--- src/rtl/wb_ram_arb2.sv ---
// Two-master Wishbone arbiter in front of a single RAM slave: round-robin
// grant held for the whole cycle, plus a no-response watchdog.
`timescale 1ns/1ps
module wb_ram_arb2 #(
  parameter int aw      = 25,
  parameter int dw      = 32,
  parameter int timeout = 255
) (
  input  logic              wb_clk_i,
  input  logic              wb_rst_n_i,
  input  logic [2*aw-1:0]   m_adr_i,
  input  logic [3:0]        m_bte_i,
  input  logic [5:0]        m_cti_i,
  input  logic [1:0]        m_cyc_i,
  input  logic [1:0]        m_stb_i,
  input  logic [1:0]        m_we_i,
  input  logic [7:0]        m_sel_i,
  input  logic [2*dw-1:0]   m_dat_i,
  output logic [dw-1:0]     m_dat_o,
  output logic [1:0]        m_ack_o,
  output logic [1:0]        m_err_o,
  output logic [1:0]        m_rty_o,
  output logic [aw-1:0]     s_adr_o,
  output logic [1:0]        s_bte_o,
  output logic [2:0]        s_cti_o,
  output logic [3:0]        s_sel_o,
  output logic [dw-1:0]     s_dat_o,
  output logic              s_we_o,
  output logic              s_cyc_o,
  output logic              s_stb_o,
  input  logic [dw-1:0]     s_dat_i,
  input  logic              s_ack_i,
  input  logic              s_err_i,
  input  logic              s_rty_i
);

  typedef enum logic [1:0] {IDLE, GNT0, GNT1} state_t;

  localparam logic [7:0] lp_timeout = 8'(timeout);

  state_t     r_state;
  logic       r_last;
  logic [7:0] r_cnt;

  logic w_gnt0, w_gnt1, w_win;
  logic w_own_cyc, w_own_stb, w_resp, w_timeout;

  assign w_gnt0 = (r_state == GNT0);
  assign w_gnt1 = (r_state == GNT1);

  // On a tie the master that was not served last wins.
  assign w_win  = (&m_cyc_i) ? ~r_last : m_cyc_i[1];

  assign w_own_cyc = w_gnt1 ? m_cyc_i[1] : m_cyc_i[0];
  assign w_own_stb = w_gnt1 ? m_stb_i[1] : m_stb_i[0];
  assign w_resp    = s_ack_i | s_err_i | s_rty_i;

  // A genuine slave response in the same cycle beats the watchdog.
  assign w_timeout = (lp_timeout != 8'd0) && (w_gnt0 || w_gnt1) && w_own_cyc &&
                     w_own_stb && (r_cnt == lp_timeout) && !w_resp;

  assign s_cyc_o = (w_gnt0 || w_gnt1) && w_own_cyc;
  assign s_stb_o = s_cyc_o && w_own_stb && !w_timeout;

  assign s_adr_o = w_gnt1 ? m_adr_i[2*aw-1:aw] : m_adr_i[aw-1:0];
  assign s_bte_o = w_gnt1 ? m_bte_i[3:2]       : m_bte_i[1:0];
  assign s_cti_o = w_gnt1 ? m_cti_i[5:3]       : m_cti_i[2:0];
  assign s_sel_o = w_gnt1 ? m_sel_i[7:4]       : m_sel_i[3:0];
  assign s_dat_o = w_gnt1 ? m_dat_i[2*dw-1:dw] : m_dat_i[dw-1:0];
  assign s_we_o  = w_gnt1 ? m_we_i[1]          : m_we_i[0];

  assign m_dat_o = s_dat_i;
  assign m_ack_o = {w_gnt1 & s_ack_i, w_gnt0 & s_ack_i};
  assign m_err_o = {w_gnt1 & (s_err_i | w_timeout), w_gnt0 & (s_err_i | w_timeout)};
  assign m_rty_o = {w_gnt1 & s_rty_i, w_gnt0 & s_rty_i};

  // NOTE: the async reset clears every register here so the responses, which are
  // decoded from r_state, drop the instant rst_n falls -- no clock edge needed.
  always_ff @(posedge wb_clk_i or negedge wb_rst_n_i) begin
    if (!wb_rst_n_i) begin
      r_state <= IDLE;
      r_last  <= 1'b1;
      r_cnt   <= 8'd0;
    end else begin
      // NOTE: non-blocking assignments keep every register sampling pre-edge values.
      case (r_state)
        IDLE: begin
          if (|m_cyc_i) begin
            r_state <= w_win ? GNT1 : GNT0;
            r_last  <= w_win;
          end
        end
        GNT0: begin
          if (!m_cyc_i[0]) begin
            if (m_cyc_i[1]) begin
              r_state <= GNT1;
              r_last  <= 1'b1;
            end else begin
              r_state <= IDLE;
            end
          end
        end
        GNT1: begin
          if (!m_cyc_i[1]) begin
            if (m_cyc_i[0]) begin
              r_state <= GNT0;
              r_last  <= 1'b0;
            end else begin
              r_state <= IDLE;
            end
          end
        end
        default: r_state <= IDLE;
      endcase

      // A grant change always passes through an s_stb_o=0 cycle, so that
      // condition also covers clearing on a change of owner.
      if (w_resp || !s_stb_o) begin
        r_cnt <= 8'd0;
      end else if (r_cnt != 8'hFF) begin
        r_cnt <= r_cnt + 8'd1;
      end
    end
  end

endmodule

--- config.mk ---
export PLATFORM = sky130hd
export DESIGN_NAME = wb_ram_arb2
export DESIGN_NICKNAME = d
export VERILOG_FILES = /design/src/rtl/wb_ram_arb2.sv
export SDC_FILE = /design/constraint.sdc
export NUM_CORES = 1
export LEC_CHECK = 0
export ABC_AREA = 1
export BUFFER_PORTS_ARGS = -buffer_cell sky130_fd_sc_hd__buf_2
export CAP_MARGIN = 10
export CORE_AREA = 2 2 108 110
export CTS_CLUSTER_DIAMETER = 80
export DETAILED_ROUTE_END_ITERATION = 6
export DIE_AREA = 0 0 110 112
export PLACE_DENSITY_LB_ADDON = 0.08
export RECOVER_POWER = 50
export SYNTH_ARGS = -nofsm -noshare
export SYNTH_HDL_FRONTEND = slang
export SYNTH_SLANG_ARGS = --single-unit
--- constraint.sdc ---
create_clock -name wb_clk_i -period 1.55 [get_ports wb_clk_i]
set_input_delay 0.0775 -clock wb_clk_i [delete_from_list [all_inputs] [get_ports wb_clk_i]]
set_output_delay 0.0775 -clock wb_clk_i [all_outputs]
set_load 0.005 [all_outputs]
==> flow_summary.yaml, run 1 <==
synthesis:
  synthSimpleGateAreaFrac_pct: 55.02
  synth_top_family_by_area: "simple AND/OR/NAND/NOR gates"
  synth_cell_types: 27
  yosys-top-cells-area: "nand2_1 45%, dfrtp_1 14%, buf_4 13%"
  synth_area_per_cell_um2: 5.230
  synthAdderAreaFrac_pct: 3.418
  synthMuxAreaShare_pct: 0
  synthCells: 350
  ys_ff_latch: 11
  syn_nets: 530
  synth-main-ff-cell: "dfrtp_1"
  ys_seq_area_share_pct: 15.11
  synth_top_area_share_pct: 45.32
  synth_top_area_cell: "nand2_1"
  netlist_area_um2: 1831
  synth-compound-area-share_pct: 3.076
  synth-edff-count: 0
  yosys_warnings: 0
  async_flop_share_pct: 100.0
  synth_xor_area_share_pct: 2.392
worst_setup_path:
  crit_start: "r_state[0]"
  crit_family: "flip-flops"
  cp.buffers_inverters: 3
  worstReg2RegStart: "r_state[0]"
  cp_slowest_cell: "dfrtp_1"
  cp_cell_sequence: "inv_2, ha_4, inv_4, nand2_4, nand3_4, nor2_4, nand3_2, a21oi_1, buf_2"
  crit_required_ps: 1470
  worstSetupStartpointType: "register"
  timing.rr.end: "r_cnt[7]"
  r2r_slack_ps: 100
  max_stage_delay_ps: 370
  endpoint_kind: "output pin"
  setup.worst_path.class: "reg2out"
  critPathMaxFanout: 7
  crit_arrival_ps: 1600
  reg2reg_depth: 9
grt:
  grt_max_degree: 61
  grt_pass1_vias: 2472
  grt_overflow: 0
  grt_first_pass_wirelength_um: 12240
  grtUsageTotal_pct: 12.54
  antenna_found_initial: 1
detailed_routing:
  wirelength_um: 8644
  vias: 2716
  ant_nets: 0
  wl_met2_um: 4395
  vias_per_cell: 3.953
  wl_met3_um: 804
  met1_length_um: 3283
  drt_iter0_drc: 79
  remaining_drc_errors: 0
  top_layer: "met5"
  drtPass1Iterations: 4
  wl_per_cell_um: 12.58
timing:
  period_share_pct: 108.5
  fin_crit_ps: 1682
  timing.final.ws_setup_ps: -132.0
  fmax_mhz: 594.5
  finalSetupViolCount: 55
  tightest_slew_ps: 382.4
  fin_setup_tns_ps: -1603
  rsz0062_at_grt: "true"
  hold_viol_final: 0
  clock_skew_ps: 3.761
  final_max_slew_viol_count: 0
  slew_headroom_pct: 74.37
clock_tree:
  clockBufferDepth: 2
  cts_buffers: 3
  cts_tree: "built"
  worstSkewPairLatency_ps: 240
  cts_max_level: 1
  cts_root_buf: "clkbuf_16"
  path_clk_slew_ps: 40
  clock-sinks: 11
outcome:
  run_status: "finished, violations left"
  violations: "negative setup slack"
cells_and_area:
  num-nets-final: 725
  final_cell_mix: "217 x nand2_1, 217 x buf_2, 15 x inv_1"
  n_antenna_cell: 0
  drive_above_1_share_pct: 50.00
  area_growth_pct: 77.58
floorplanning:
  ioPinCount: 282
  rows: 39
  die_h_um: 112
  die-area_um2: 12320
  start_util_pct: 16.38
  die_w_um: 110
  coreArea_um2: 11170
job:
  cap_violations: 0
pwr:
  total_power_w: 0.004039
  p_per_area_nw_per_um2: 1243
  worst_ir_drop_vdd_v: 0.0008296
  power.leakage_nw: 2.058
placement:
  pre_cts_slack_ps: -81.18
  port_buffers: 217
  dp_hpwl_um: 7069
  gp_congestion: 0.7935
hold_path:
  whs_endpoint: "m_dat_o[25]"
  hp-start: "s_dat_i[25]"
  hp-class: "in2out"
  hold_depth: 0
==> worst max path at each step <==
stage	endpoint	slack [ps]	cells past startpoint
after floorplan	m_err_o[0]	150	8
after global placement	m_err_o[1]	-30	9
after detailed placement	m_err_o[1]	-80	9
after CTS	m_err_o[0]	-190	9
after global routing	m_err_o[0]	-210	9
final	m_err_o[0]	-130	9
==> area by class of cell <==
type,count,area (um^2)
timing repair buffer,237,1343
sequential,11,277.8
multi-input combinational,272,1291
fill,1309,7924
clock buffer,3,75.07
tap,143,178.9
clock inverter,1,5.005
inverter,20,80.08
==> per-layer routing <==
metal	track usage (%)	vias to the layer above
met3	3.454	15
li1	-	1405
met4	3.629	2
met5	0	-
met2	22.66	147
met1	14.09	1147
==> synth_stat cells, types with 2 or more instances <==
cell and instances:
ha_1 5, nand2_1 221, nand3_1 5, nor2_1 13, buf_4 32, o21ai_0 5, clkbuf_1 10, inv_1 18
nor2_2 2, xor2_1 4, dfrtp_1 10, buf_2 4, nor3_1 4, nand4_1 2, a21oi_1 2, inv_2 2
==> state kept, by name (all words and copies together) (netlist names) <==
signal and count:
r_cnt 8, r_last 1, r_state 2
==> power breakdown <==
part / switching, W / total, W / internal [W]
Combinational: 0.00168 / 0.00319 / 0.00152
Sequential: 0.0000292 / 0.000364 / 0.000335
Clock: 0.000141 / 0.000483 / 0.000343
Total: 0.00185 / 0.00404 / 0.00219
==> stage by stage <==
stage / util (%) / cell area (um^2) / hold WS (ps) / cells
2_1_floorplan: - / 1831 / -218.1 / 350
3_3_place_gp: 26.10 / 2917 / -25.91 / 675
3_5_place_dp: 26.10 / 2917 / -30.22 / 675
4_1_cts: 27.61 / 3085 / 155.0 / 684
5_1_grt: 29.09 / 3251 / 155.0 / 687
6_report: 29.09 / 3251 / 155.0 / 687
==> cell families after synthesis <==
group                    after synthesis
AO/OA/AOI/OAI                         10
XOR/XNOR                               5
adder cells (fa/ha/maj)                5
buffers and inverters                 67
flip-flops                            11
AND/OR/NAND/NOR                      252
==> repair_timing <==
action | 4_1_cts | 5_1_grt
endpoints found under the setup margin | 79 | 76
gates resized for setup | 10 | 28
pin swaps | 6 | 7
setup buffers | 4 | 3
cloned | 0 | 2
hold endpoints to repair | 11 | 0
hold buffers | 1 | 0
Power figures use the tool's default switching activity.
==> run 2: changes to the inputs <==
--- a/config.mk
+++ b/config.mk
@@ -6,12 +6,14 @@
 export NUM_CORES = 1
 export LEC_CHECK = 0
 export ABC_AREA = 1
+export ABC_CLOCK_PERIOD_IN_PS = 1530
 export BUFFER_PORTS_ARGS = -buffer_cell sky130_fd_sc_hd__buf_2
 export CAP_MARGIN = 10
-export CORE_AREA = 2 2 108 110
+export CORE_AREA = 2 2 111 113
 export CTS_CLUSTER_DIAMETER = 80
 export DETAILED_ROUTE_END_ITERATION = 6
-export DIE_AREA = 0 0 110 112
+export DIE_AREA = 0 0 113 115
+export HOLD_SLACK_MARGIN = 0.1
 export PLACE_DENSITY_LB_ADDON = 0.08
 export RECOVER_POWER = 50
 export SYNTH_ARGS = -nofsm -noshare
==> constraint.sdc (replaced) <==
create_clock -name wb_clk_i -period 1.53 [get_ports wb_clk_i]
set_input_delay 0.0765 -clock wb_clk_i [delete_from_list [all_inputs] [get_ports wb_clk_i]]
set_output_delay 0.0765 -clock wb_clk_i [all_outputs]
set_load 0.005 [all_outputs]
==> run 2 against run 1 <==
The flow finishes with violations (design-rule violations, negative setup slack). Sequential share of layout area is 0.37 points lower. Critical endpoint is now s_dat_o[22]. Combinational power grew 12%. Highest routed layer unchanged. Critical path depth decreased by 2. Worst hold slack lost 2.0 ps. Global-route usage is essentially flat. Clock power rose by 1%. Clock skew down 2.5 ps. Non-clock buffer count rose by 7. Via count grew 0.63%. Count of clock-buffer cells in the layout did not move. Sequential power is essentially flat. First-iteration DRC count rose by 7.6%.
==> flow_summary.yaml, run 2 (synthesis gave the netlist of run 1 again) <==
clock_tree:
  cts_buffers: 3
  clock-sinks: 11
  cts_root_buf: "clkbuf_16"
  path_clk_slew_ps: 40
  worstSkewPairLatency_ps: 240
  cts_max_level: 1
  cts_tree: "built"
  clockBufferDepth: 2
outcome:
  run_status: "finished, violations left"
  violations: "design-rule violations, negative setup slack"
detailed_routing:
  drtPass1Iterations: 7
  vias: 2733
  wl_per_cell_um: 12.81
  vias_per_cell: 3.915
  drt_iter0_drc: 85
  wirelength_um: 8944
  ant_nets: 0
  remaining_drc_errors: 12
pwr:
  worst_ir_drop_vdd_v: 0.0003865
  p_per_area_nw_per_um2: 1305
  power.leakage_nw: 2.138
grt:
  grt_overflow: 0
  grt_first_pass_wirelength_um: 13040
  grt_max_degree: 25
  antenna_found_initial: 1
  grt_pass1_vias: 2555
  grtUsageTotal_pct: 12.56
worst_setup_path:
  crit_arrival_ps: 1630
  crit_start: "r_state[0]"
  endpoint_kind: "output pin"
  setup.worst_path.class: "reg2out"
  worstReg2RegStart: "r_state[0]"
  crit_required_ps: 1450
  worstSetupStartpointType: "register"
  critPathMaxFanout: 7
  r2r_slack_ps: 50
timing:
  period_share_pct: 111.6
  fmax_mhz: 585.7
  tightest_slew_ps: 353.6
  fin_setup_tns_ps: -7651
  final_max_slew_viol_count: 0
  fin_crit_ps: 1707
  finalSetupViolCount: 65
  holdWs_ps: 153.0
  rsz0062_at_grt: "true"
  timing.final.ws_setup_ps: -177.4
  hold_viol_final: 0
  clock_skew_ps: 1.291
  slew_headroom_pct: 76.30
placement:
  dp.cells: 682
  place_area_um2: 2944
  port_buffers: 217
  dp_hpwl_um: 6989
  gp_congestion: 0.7575
cells_and_area:
  drive_above_1_share_pct: 50.45
  largest_reg_flops: 8
  finalNonFillerCells: 698
  reg.largest.list: "r_cnt: 8 flops, r_state: 2 flops, r_last: 1 flops"
  top_register: "r_cnt"
  n_antenna_cell: 0
  final_area_um2: 3383
  num-nets-final: 732
  post-route-util_pct: 28.64
  final_cell_mix: "214 x nand2_1, 214 x buf_2, 17 x inv_1"
  area_growth_pct: 84.83
floorplanning:
  coreArea_um2: 11810
  start_util_pct: 15.50
  rows: 40
  die_w_um: 113
  ioPinCount: 282
  die-area_um2: 13000
  die_h_um: 115
hold_path:
  hp-class: "in2out"
  hp-start: "s_dat_i[15]"
job:
  cap_violations: 0
-- run 2: cell types whose count changed in the layout (fill, tap and decap cells not counted), moves of 3 or more --
cell and change:
nor2_1 -3, buf_16 +3, nor2_2 +4, nand2_2 +3, nand2_1 -3, buf_2 -3, buf_6 +3
-- run 2: path summary, 6_finish.rpt --
check	to	cells after the start
min in group asynchronous	r_cnt[2]	2
min	m_dat_o[15]	0
max reg2reg	r_cnt[0]	9
max in group asynchronous	r_last	2
max	s_dat_o[22]	7
min reg2reg	r_cnt[0]	1
-- run 2: layout make-up --
| cell class | count | area, um^2 |
|---|---|---|
| well taps | 147 | 183.9 |
| clock inverters | 1 | 5.005 |
| flip-flops and latches | 11 | 276.5 |
| inverters | 20 | 77.57 |
| clock buffers | 3 | 75.07 |
| fillers | 1394 | 8428 |
| repair buffers | 244 | 1496 |
| multi-input cells | 272 | 1269 |
-- run 2: report_power, final --
group          internal (W)  leakage [nW]  total, W  switching, W
sequential         0.000337         0.148  0.000362     0.0000248
combinational       0.00181          1.95   0.00356       0.00175
clock              0.000347        0.0409  0.000489      0.000142
-- run 2: repair_timing --
| action | in CTS | in global routing |
|---|---|---|
| buffers inserted | 5 | 1 |
| hold endpoints to repair | 11 | 0 |
| resized for setup | 25 | 19 |
| pin swaps | 1 | 7 |
| gates cloned | 5 | 1 |
| endpoints found under the setup margin | 66 | 82 |
| hold buffers | 1 | 0 |
-- run 2: layer usage --
metal / track usage, % / wire length, um / up-vias
li1: - / - / 1421
met1: 15.40 / 3484 / 1152
met2: 22.55 / 4561 / 148
met3: 3.057 / 807 / 10
met4: 2.358 / 78 / 2
met5: 0 / 13 / -
-- run 2: stage by stage --
stage | total power, W | setup slack, ps
final | 0.004415 | -177.4
after global placement | 0.003162 | 1.964
after global routing | 0.004874 | -261.0
after CTS | 0.004383 | -172.3
after floorplan | 0.001802 | 126.0
after detailed placement | 0.003154 | -25.41
-- run 2: worst max-delay path, stage by stage, from the launching register on --
cell	delay, ps
dfrtp_1	380
inv_2	110
ha_4	220
buf_8	180
bufbuf_16	270
nand2_1	50
nand2_1	60
buf_2	120
